<file path="src/rtl/fp_pkg.sv">
// Shared floating-point format helpers for the N-operand adder.
package fp_pkg;

  localparam int FP_EXP_W = 8;
  localparam int FP_MAN_W = 23;
  localparam int FP_W     = 1 + FP_EXP_W + FP_MAN_W;
  localparam int FP_BIAS  = (1 << (FP_EXP_W - 1)) - 1;

  localparam logic [FP_EXP_W-1:0] EXP_ALL_ONES = '1;

  typedef struct packed {
    logic                sign;
    logic [FP_EXP_W-1:0] exp;
    logic [FP_MAN_W-1:0] man;
  } fp_t;

  function automatic int fp_width(input int exp_w, input int man_w);
    return 1 + exp_w + man_w;
  endfunction

  function automatic int fp_bias(input int exp_w);
    return (1 << (exp_w - 1)) - 1;
  endfunction

  // Smallest r with 2**r >= value.
  function automatic int fp_clog2(input int value);
    int r;
    r = 0;
    for (int i = 0; i < 31; i++) begin
      if ((1 << i) < value) r = i + 1;
    end
    return r;
  endfunction

endpackage

</file>
<file path="src/rtl/fp_lead_one.sv">
// Combinational priority encoder: index of the most significant set bit.
module fp_lead_one
  import fp_pkg::*;
#(
  parameter int WIDTH = 28,
  parameter int IDX_W = fp_clog2(WIDTH)
) (
  input  logic [WIDTH-1:0] data_i,
  output logic [IDX_W-1:0] idx_o,
  output logic             zero_o
);

  // Scan upward so the highest set bit is the last one to win.
  always_comb begin
    idx_o  = '0;
    zero_o = 1'b1;
    for (int i = 0; i < WIDTH; i++) begin
      if (data_i[i]) begin
        idx_o  = IDX_W'(i);
        zero_o = 1'b0;
      end
    end
  end

endmodule

</file>
<file path="src/rtl/fp_adder_n_pipe.sv">
// Four-stage pipelined adder summing NUM_IN floating-point operands with a
// single normalisation and truncating rounding step at the end.
module fp_adder_n_pipe
  import fp_pkg::*;
#(
  parameter int NUM_IN = 4,
  parameter int EXP_W  = 8,
  parameter int MAN_W  = 23,
  parameter int GUARD  = 3
) (
  input  logic                                clk,
  input  logic                                rst,
  input  logic                                in_valid,
  output logic                                in_ready,
  input  logic [NUM_IN*(1+EXP_W+MAN_W)-1:0]   in_data,
  output logic                                out_valid,
  input  logic                                out_ready,
  output logic [EXP_W+MAN_W:0]                out_data,
  output logic                                out_ovf
);

  localparam int W       = fp_width(EXP_W, MAN_W);
  localparam int VW      = MAN_W + GUARD + 1;                     // aligned magnitude
  localparam int SW      = MAN_W + GUARD + 2 + fp_clog2(NUM_IN);  // signed sum
  localparam int MW      = SW - 1;                                // sum magnitude
  localparam int HP      = MAN_W + GUARD;                         // hidden-bit position
  localparam int LW      = fp_clog2(MW);
  localparam int EW      = EXP_W + 2;
  localparam int EXP_MAX = (1 << EXP_W) - 1;

  logic stall;
  logic advance;

  logic                 s1_valid_q;
  logic [NUM_IN-1:0]    s1_sign_d, s1_sign_q;
  logic [EXP_W-1:0]     s1_exp_d   [NUM_IN];
  logic [EXP_W-1:0]     s1_exp_q   [NUM_IN];
  logic [VW-1:0]        s1_val_d   [NUM_IN];
  logic [VW-1:0]        s1_val_q   [NUM_IN];
  logic [EXP_W-1:0]     s1_maxexp_d, s1_maxexp_q;

  logic                 s2_valid_q;
  logic [SW-1:0]        s2_term_d  [NUM_IN];
  logic [SW-1:0]        s2_term_q  [NUM_IN];
  logic [EXP_W-1:0]     s2_maxexp_q;

  logic                 s3_valid_q;
  logic [SW-1:0]        s3_sum_d, s3_sum_q;
  logic [EXP_W-1:0]     s3_maxexp_q;

  logic                 res_sign;
  logic [MW-1:0]        res_mag;
  logic [MW-1:0]        res_norm;
  logic [LW-1:0]        lead_idx;
  logic                 mag_zero;
  logic [EW-1:0]        res_exp;     // two's complement
  logic [MAN_W-1:0]     res_man;
  logic [W-1:0]         out_data_d;
  logic                 out_ovf_d;

  logic                 out_valid_q;
  logic [W-1:0]         out_data_q;
  logic                 out_ovf_q;

  // The whole pipeline freezes only when a finished result is not taken.
  assign stall     = out_valid_q & ~out_ready;
  assign advance   = ~stall;
  assign in_ready  = advance;
  assign out_valid = out_valid_q;
  assign out_data  = out_data_q;
  assign out_ovf   = out_ovf_q;

  // Unpack operands (zero exponent flushes to zero) and find the max exponent
  // with a heap-ordered comparison tree: leaves at NUM_IN.., root at 1.
  always_comb begin : s1_unpack
    logic [EXP_W-1:0] tree [1:2*NUM_IN-1];
    for (int i = 0; i < NUM_IN; i++) begin
      s1_sign_d[i] = in_data[i*W + W - 1];
      s1_exp_d[i]  = in_data[i*W + MAN_W +: EXP_W];
      if (s1_exp_d[i] == '0) s1_val_d[i] = '0;
      else s1_val_d[i] = {1'b1, in_data[i*W +: MAN_W], {GUARD{1'b0}}};
      tree[NUM_IN + i] = s1_exp_d[i];
    end
    for (int n = NUM_IN - 1; n >= 1; n--) begin
      tree[n] = (tree[2*n] > tree[2*n+1]) ? tree[2*n] : tree[2*n+1];
    end
    s1_maxexp_d = tree[1];
  end

  // Stage 1 register: unpacked operands and max exponent.
  always_ff @(posedge clk or posedge rst) begin
    if (rst) begin
      s1_valid_q  <= 1'b0;
      s1_sign_q   <= '0;
      s1_maxexp_q <= '0;
      for (int i = 0; i < NUM_IN; i++) begin
        s1_exp_q[i] <= '0;
        s1_val_q[i] <= '0;
      end
    end else if (advance) begin
      s1_valid_q  <= in_valid;
      s1_sign_q   <= s1_sign_d;
      s1_maxexp_q <= s1_maxexp_d;
      for (int i = 0; i < NUM_IN; i++) begin
        s1_exp_q[i] <= s1_exp_d[i];
        s1_val_q[i] <= s1_val_d[i];
      end
    end
  end

  // Align every operand to the max exponent and apply its sign. Large
  // differences are forced to zero explicitly rather than trusting the shifter.
  always_comb begin : s2_align
    logic [EXP_W-1:0] diff;
    logic [VW-1:0]    shifted;
    for (int i = 0; i < NUM_IN; i++) begin
      diff = s1_maxexp_q - s1_exp_q[i];
      if (int'(diff) >= VW) shifted = '0;
      else shifted = s1_val_q[i] >> diff;
      s2_term_d[i] = s1_sign_q[i] ? -SW'(shifted) : SW'(shifted);
    end
  end

  // Stage 2 register: signed aligned terms.
  always_ff @(posedge clk or posedge rst) begin
    if (rst) begin
      s2_valid_q  <= 1'b0;
      s2_maxexp_q <= '0;
      for (int i = 0; i < NUM_IN; i++) s2_term_q[i] <= '0;
    end else if (advance) begin
      s2_valid_q  <= s1_valid_q;
      s2_maxexp_q <= s1_maxexp_q;
      for (int i = 0; i < NUM_IN; i++) s2_term_q[i] <= s2_term_d[i];
    end
  end

  // Sum of all terms; SW carries enough headroom that it cannot overflow.
  always_comb begin
    s3_sum_d = '0;
    for (int i = 0; i < NUM_IN; i++) s3_sum_d = s3_sum_d + s2_term_q[i];
  end

  // Stage 3 register: exact signed sum.
  always_ff @(posedge clk or posedge rst) begin
    if (rst) begin
      s3_valid_q  <= 1'b0;
      s3_sum_q    <= '0;
      s3_maxexp_q <= '0;
    end else if (advance) begin
      s3_valid_q  <= s2_valid_q;
      s3_sum_q    <= s3_sum_d;
      s3_maxexp_q <= s2_maxexp_q;
    end
  end

  // The true magnitude always fits below the sign bit, so negate in MW bits.
  assign res_sign = s3_sum_q[SW-1];
  assign res_mag  = res_sign ? -s3_sum_q[MW-1:0] : s3_sum_q[MW-1:0];

  fp_lead_one #(
    .WIDTH (MW),
    .IDX_W (LW)
  ) u_lead_one (
    .data_i (res_mag),
    .idx_o  (lead_idx),
    .zero_o (mag_zero)
  );

  // Normalise the hidden bit to HP, drop guard bits, and classify the exponent.
  always_comb begin
    if (int'(lead_idx) >= HP) res_norm = res_mag >> (int'(lead_idx) - HP);
    else res_norm = res_mag << (HP - int'(lead_idx));
    res_man   = MAN_W'(res_norm >> GUARD);
    res_exp   = EW'(s3_maxexp_q) + EW'(lead_idx) - EW'(HP);
    out_ovf_d = 1'b0;
    if (mag_zero) begin
      out_data_d = '0;
    end else if (!res_exp[EW-1] && (res_exp >= EW'(EXP_MAX))) begin
      out_data_d = {res_sign, {EXP_W{1'b1}}, {MAN_W{1'b0}}};
      out_ovf_d  = 1'b1;
    end else if (res_exp[EW-1] || (res_exp == '0)) begin
      out_data_d = {res_sign, {(EXP_W+MAN_W){1'b0}}};
    end else begin
      out_data_d = {res_sign, res_exp[EXP_W-1:0], res_man};
    end
  end

  // Output register; result fields only reload when a valid result arrives.
  always_ff @(posedge clk or posedge rst) begin
    if (rst) begin
      out_valid_q <= 1'b0;
      out_data_q  <= '0;
      out_ovf_q   <= 1'b0;
    end else if (advance) begin
      out_valid_q <= s3_valid_q;
      if (s3_valid_q) begin
        out_data_q <= out_data_d;
        out_ovf_q  <= out_ovf_d;
      end
    end
  end

endmodule

</file>
<file path="config.mk">
export PLATFORM = sky130hd
export DESIGN_NAME = fp_adder_n_pipe
export DESIGN_NICKNAME = d
export VERILOG_FILES = /design/src/rtl/fp_pkg.sv /design/src/rtl/fp_lead_one.sv /design/src/rtl/fp_adder_n_pipe.sv
export SDC_FILE = /design/constraint.sdc
export NUM_CORES = 2
export LEC_CHECK = 0
export ABC_AREA = 1
export BUFFER_PORTS_ARGS = -buffer_cell sky130_fd_sc_hd__buf_2
export CAP_MARGIN = 40
export CORE_MARGIN = 3
export CORE_UTILIZATION = 60
export CTS_CLUSTER_SIZE = 20
export DETAILED_ROUTE_END_ITERATION = 16
export GPL_ROUTABILITY_DRIVEN = 0
export PLACE_DENSITY = 0.79
export REMOVE_ABC_BUFFERS = 1
export SLEW_MARGIN = 20
export SYNTH_ARGS = -nofsm -noshare
export SYNTH_HDL_FRONTEND = slang
export SYNTH_SLANG_ARGS = --single-unit
</file>
<file path="constraint.sdc">
create_clock -name clk -period 24.9 [get_ports clk]
set_input_delay 1.245 -clock clk [delete_from_list [all_inputs] [get_ports clk]]
set_output_delay 1.245 -clock clk [all_outputs]
set_load 0.02 [all_outputs]
</file>
[Word-level counts from Yosys, hierarchy flattened]
Cells that the tools add are included.
Word-level totals
  register bits: 355
  input bits: 132
  output and inout bits: 35
  word-level logic and storage cells: 145
Operators by class
  mux-type cells: 79
  add/subtract/negate cells: 16
  shift-type cells: 6
  reductions and logical operators: 9
  bitwise gates (word level): 3
  magnitude comparators: 9
Operators with widths (count)
  $mux 27: 8
  $mux 30: 4
  $neg 27->30: 4
  $shr 27x8->27: 4
  $add 30x30->30: 3
  $mux 5: 13
  $mux 31: 2
  $ge 8x5->1 const B: 4
  $logic_not 8->1: 4
  $mux 1: 32
  $mux 32: 1
  $mux 4: 8
  $shl 29x32->26: 1
  $shr 29x32->26: 1
  $sub 8x8->8: 4
  $mux 29: 1
  $neg 29->29: 1
  $mux 26: 1
  $gt 8x8->1: 3
  $mux 8: 3
  $mux 3: 4
  $ge 10x8->1 const B: 1
  $logic_not 10->1: 1
  $sub 9x5->10 const B: 1
  11 further kinds: 13

[Logic depth before layout (Yosys ltp)]
  word-level depth: 37
  gate-level depth with buffers: 50
  gate-level depth less buffers: 47

[Modules after synthesis]
A second synthesis with hierarchy kept.
Unflattened totals
  cells, all modules: 4964
  area, all modules: 31843.0 µm²
By module, submodules not included
  fp_adder_n_pipe: cells an instance 4872, times used 1, area an instance 31455.2 µm², sequential area each 8583.2 µm²
  fp_lead_one: cells an instance 92, times used 1, area an instance 387.9 µm², sequential area each 0.0 µm²

[Least setup slack after synthesis]
OpenSTA, ideal clock, no wires.
  path type: reg2reg
  start: register s3_sum_q[0]
  end: register out_data_q[10] (netlist: out_data[10])
  setup time: 0.066 ns
  clock period less this slack: 4.978 ns
  setup slack: 19.922 ns
  required time: 24.834 ns
  path buffers: 3
  cell stages (with the launch flop): 36
  arrival time: 4.913 ns
  cell sequence: dfrtp_1 -> inv_1 -> ha_1 -> nand4_4 -> nor2_4 -> nand2_4 -> nor2_4 -> nand3_2 -> nor2_2 -> nand2_2 -> nand2_4 -> o21ai_2 -> o21bai_4 -> xnor2_4 -> nand2_1 -> buf_4 -> buf_2 -> ha_1 -> inv_1 -> ha_1 -> fa_1 -> nand3_1 -> nand2_1 -> a21oi_1 -> inv_1 -> a21oi_1 -> xor2_1 -> nor3_1 -> nand3_1 -> nand3_1 -> nor2_1 -> inv_1 -> clkbuf_1 -> a21oi_1 -> nand2_1 -> nand2_1
On the way
  longest elaborated chain between the ends: 37
  elaborated cells on any way between the ends: 75
  classes of those cells: add/sub (5); order compare (2); shift (2); mux (62); reduce/logical (4)
Ends and longest elaborated chain
  start, declared: line fp_adder_n_pipe.sv:48  | logic [SW-1:0] s3_sum_d, s3_sum_q;
  start signal, assigned: line fp_adder_n_pipe.sv:151  | s3_sum_q <= s3_sum_d;
  $neg 29->29: line fp_adder_n_pipe.sv:158  | assign res_mag = res_sign ? -s3_sum_q[MW-1:0] : s3_sum_q[MW-1:0];
  $mux 29 (*): line fp_adder_n_pipe.sv:158
  parallel branches: the longest is 34 deep, another holds $mux 4
  $mux 32 (*): line fp_adder_n_pipe.sv:176  | if (mag_zero) begin
  end signal, assigned: line fp_adder_n_pipe.sv:197  | out_data_q <= out_data_d;
  end, declared: line fp_adder_n_pipe.sv:62  | logic [W-1:0] out_data_q;
Every way passes the cells marked *.
A chain may end at the register's enable or synchronous reset.

[Worst setup path in the final report]
  start: register s3_sum_q[0]
  end: register out_data_q[11] (netlist: out_data[11])
Same word-level chain as after synthesis.

==> flow_metrics.tcl <==
set metrics [dict create \
    status "finished clean" \
    viasPerCell 5.72 \
    critPathSlowestCell "nor2_1" \
    crit_path_end_kind "register" \
    drtIter0Drc 3182 \
    start_util 0.614 \
    io_buffers 166 \
    ys_ff_latch 343 \
    core_area_mm2 0.0496 \
    row_count 81 \
    fin_tns_setup_ns 0 \
    ff2ff_setup_slack_ns 18.22 \
    cts_buffer_depth 3 \
    dr.pass1.iters 9 \
    tightest_slew_ns 0.944 \
    whs_endpoint "out_valid" \
    met3_usage 0.0484 \
    start_kind "register" \
    path_common_cell "nand2_1" \
    syn_area_mm2 0.0304 \
    finalSetupViolCount 0 \
    critPathKind "reg2reg" \
    fmax_mhz 150 \
    fin_crit_sh 0.268 \
    yosysTopAreaCellShare 0.282 \
    cts.sinks 343 \
    synth-edff-count 0 \
    finalWirelength_um 87600 \
    ys_top_cells_by_area "dfrtp_1 (28%), nand2_1 (20%), nand3_1 (10%), o21ai_0 (5.7%), inv_1 (5.7%)" \
    grt_pass1_wl_um 142000 \
    rsz0062_at_grt "false" \
    area_delta_synth_final_pct 8.10 \
    cts_hold_buf 0 \
    async_flop_share 1.00 \
    grt_pass1_vias 28400 \
    fillers 4591 \
    min-delay-start "s3_valid_q" \
    diodes 0 \
    htreeDepth 2 \
    reg2reg_to "out_data[11]" \
    clkLatencyLatePin_ns 0.57 \
    startpoint "s3_sum_q[0]" \
    cts.repair.resized 0 \
    grt_util_all_layers 0.322 \
    synth_cells 4719 \
    holdWs_ns 0.471 \
    clkTransAtPathRegs_ns 0.07 \
    worst_clock_skew_ns 0.0244 \
    slew_headroom 0.371 \
    grt.met1_usage 0.420 \
    cts_buffers 41 \
    synth_warnings 0 \
    grtUsageMet2 0.526 \
    nNetsFinal 5031 \
    reg2reg_depth 46 \
    hold_viol_final 0 \
    drv_cap 0 \
    dieHeight_um 231 \
    overflow 0 \
    fin_cells 5427 \
    synth_seq_area_share 0.282 \
    grt_max_degree 176 \
    cp.arrival_ns 7.17 \
    synth_flop_cell "dfrtp_1" \
    die_width_um 231 \
    vias 31000 \
    hpwl_um 66100 \
    dp_cells 5351 \
    hp-class "reg2reg" \
    die_area_mm2 0.0535 \
    hold_depth 2 \
    fin_crit_ns 6.68 \
    final_antenna_net_count 0 \
    critPathRequiredTime_ns 25.40 \
    drive_above_1_share 0.0815 \
    cts_tree "built" \
    antenna_found_initial 0 \
    finalMaxSlewViolations 0 \
    r2r_start "s3_sum_q[0]" \
    syn_avg_cell_area_um2 6.45 \
    critical_path.max_stage_delay_ns 0.63 \
    cp_max_fo 71 \
    synth.distinct_cells 62 \
    ioPinCount 167 \
    grt-busiest-layer "met2" \
    postCtsSetupRepairBufs 0 \
    wire_per_inst_um 16.1 \
    synth_top_area_cell "dfrtp_1" \
    drc_errors 0 \
    cts-root-buf "clkbuf_16" \
]
==> cells by family after synthesis <==
group | Yosys count | synth area share
fa+ha+maj | 165 | 0.0834
flops | 343 | 0.282
simple gates | 2707 | 0.383
xor+xnor | 88 | 0.0284
compound gates | 695 | 0.130
mux | 2 | 0.000658
buf+inv | 719 | 0.0930
==> worst max-delay path by stage <==
stage                         endpoint  slack, ns
after floorplan               in_ready       3.15
after global placement    out_data[10]      18.65
after detailed placement  out_data[11]      18.41
after CTS                 out_data[11]      18.36
after global routing      out_data[11]      17.40
final                     out_data[11]      18.22
==> area by class of cell <==
class,instances,area (µm²),area share
multi-input combinational,3657,19000,0.579
sequential,343,8580,0.261
inverter,488,1850,0.0562
timing repair buffer,203,1240,0.0378
clock buffer,52,1140,0.0346
tap,664,831,0.0253
clock inverter,20,215,0.00654
==> metal layers <==
metal / vias to the layer above / share of wire / wire length (µm)
met5: - / 0 / 0
met1: 14100 / 0.42 / 36700
met2: 1227 / 0.46 / 40100
met4: 0 / 0.055 / 4790
met3: 248 / 0.069 / 6090
li1: 15400 / - / -
==> cell usage after synthesis (4+ instances only) <==
master     count
o211ai_1      59
clkbuf_1     143
a21boi_0       4
or2_2         25
o2111ai_1     24
nand3_1      612
a21o_1         9
o21ai_0      345
clkinv_1      11
nor2_4         6
nor2_1       243
buf_2         36
o21ai_1       67
xor2_1        57
inv_1        459
a31oi_1       11
a21oi_1      101
nand3b_1      28
buf_4          8
o21a_1         9
ha_1         102
or2_1         23
nand4_1       44
inv_2         17
xor2_2         5
nand2_4        7
xnor2_1       23
nand2_2       11
nor3_1        28
o31ai_1        6
o311ai_0       4
fa_1          63
dfrtp_1      343
nand3_2        7
nor4_1        13
nor2_2        18
or2_0          8
buf_1         37
o21bai_1       5
nand2_1     1625
o22ai_1       39
buf_6          7
==> worst max-delay path: cells and delay by family (launching register included) <==
family	cells	cell delay, ns
fa+ha+maj	4	1.26
buf+inv	4	0.66
xor+xnor	1	0.25
flops	1	0.39
simple gates	34	3.42
compound gates	3	0.58
==> cell usage in the layout (no fill, tap or decap), types with 11 or more instances in the layout <==
cell and instances:
nand2_1 1625, nand3b_1 28, a21oi_1 101, nor3_1 28, nor2_1 242, a31oi_1 11, clkinv_1 11, nand4_1 44
nor4_1 13, nand2_2 11, nand3_1 612, o211ai_1 59, ha_1 102, xnor2_1 23, xor2_1 57, o22ai_1 39
buf_2 166, inv_1 457, or2_2 25, buf_4 23, o2111ai_1 24, o21ai_1 66, fa_1 63, nor2_2 18
clkbuf_16 42, dfrtp_1 343, or2_1 23, inv_2 17, o21ai_0 345
==> sequential cells by signal, indices dropped and copies added (netlist names) <==
signal	cells
s2_term_q	120
s1_val_q	96
out_data	32
s1_exp_q	32
s3_sum_q	30
s1_maxexp_q	8
s2_maxexp_q	8
s3_maxexp_q	8
s1_sign_q	4
out_ovf	1
out_valid	1
s1_valid_q	1
s2_valid_q	1
s3_valid_q	1
==> per-stage QoR <==
step / setup slack [ns] / instance area [µm²] / utilization
3_3_place_gp: 18.65 / 31300 / 0.632
6_report: 18.22 / 32900 / 0.664
5_1_grt: 17.40 / 32900 / 0.664
4_1_cts: 18.36 / 32800 / 0.662
3_5_place_dp: 18.41 / 31500 / 0.635
2_1_floorplan: 3.15 / 29400 / -
Power is not shown: default switching activity piles up to over one toggle a cycle in this logic, so the estimate is an artifact.
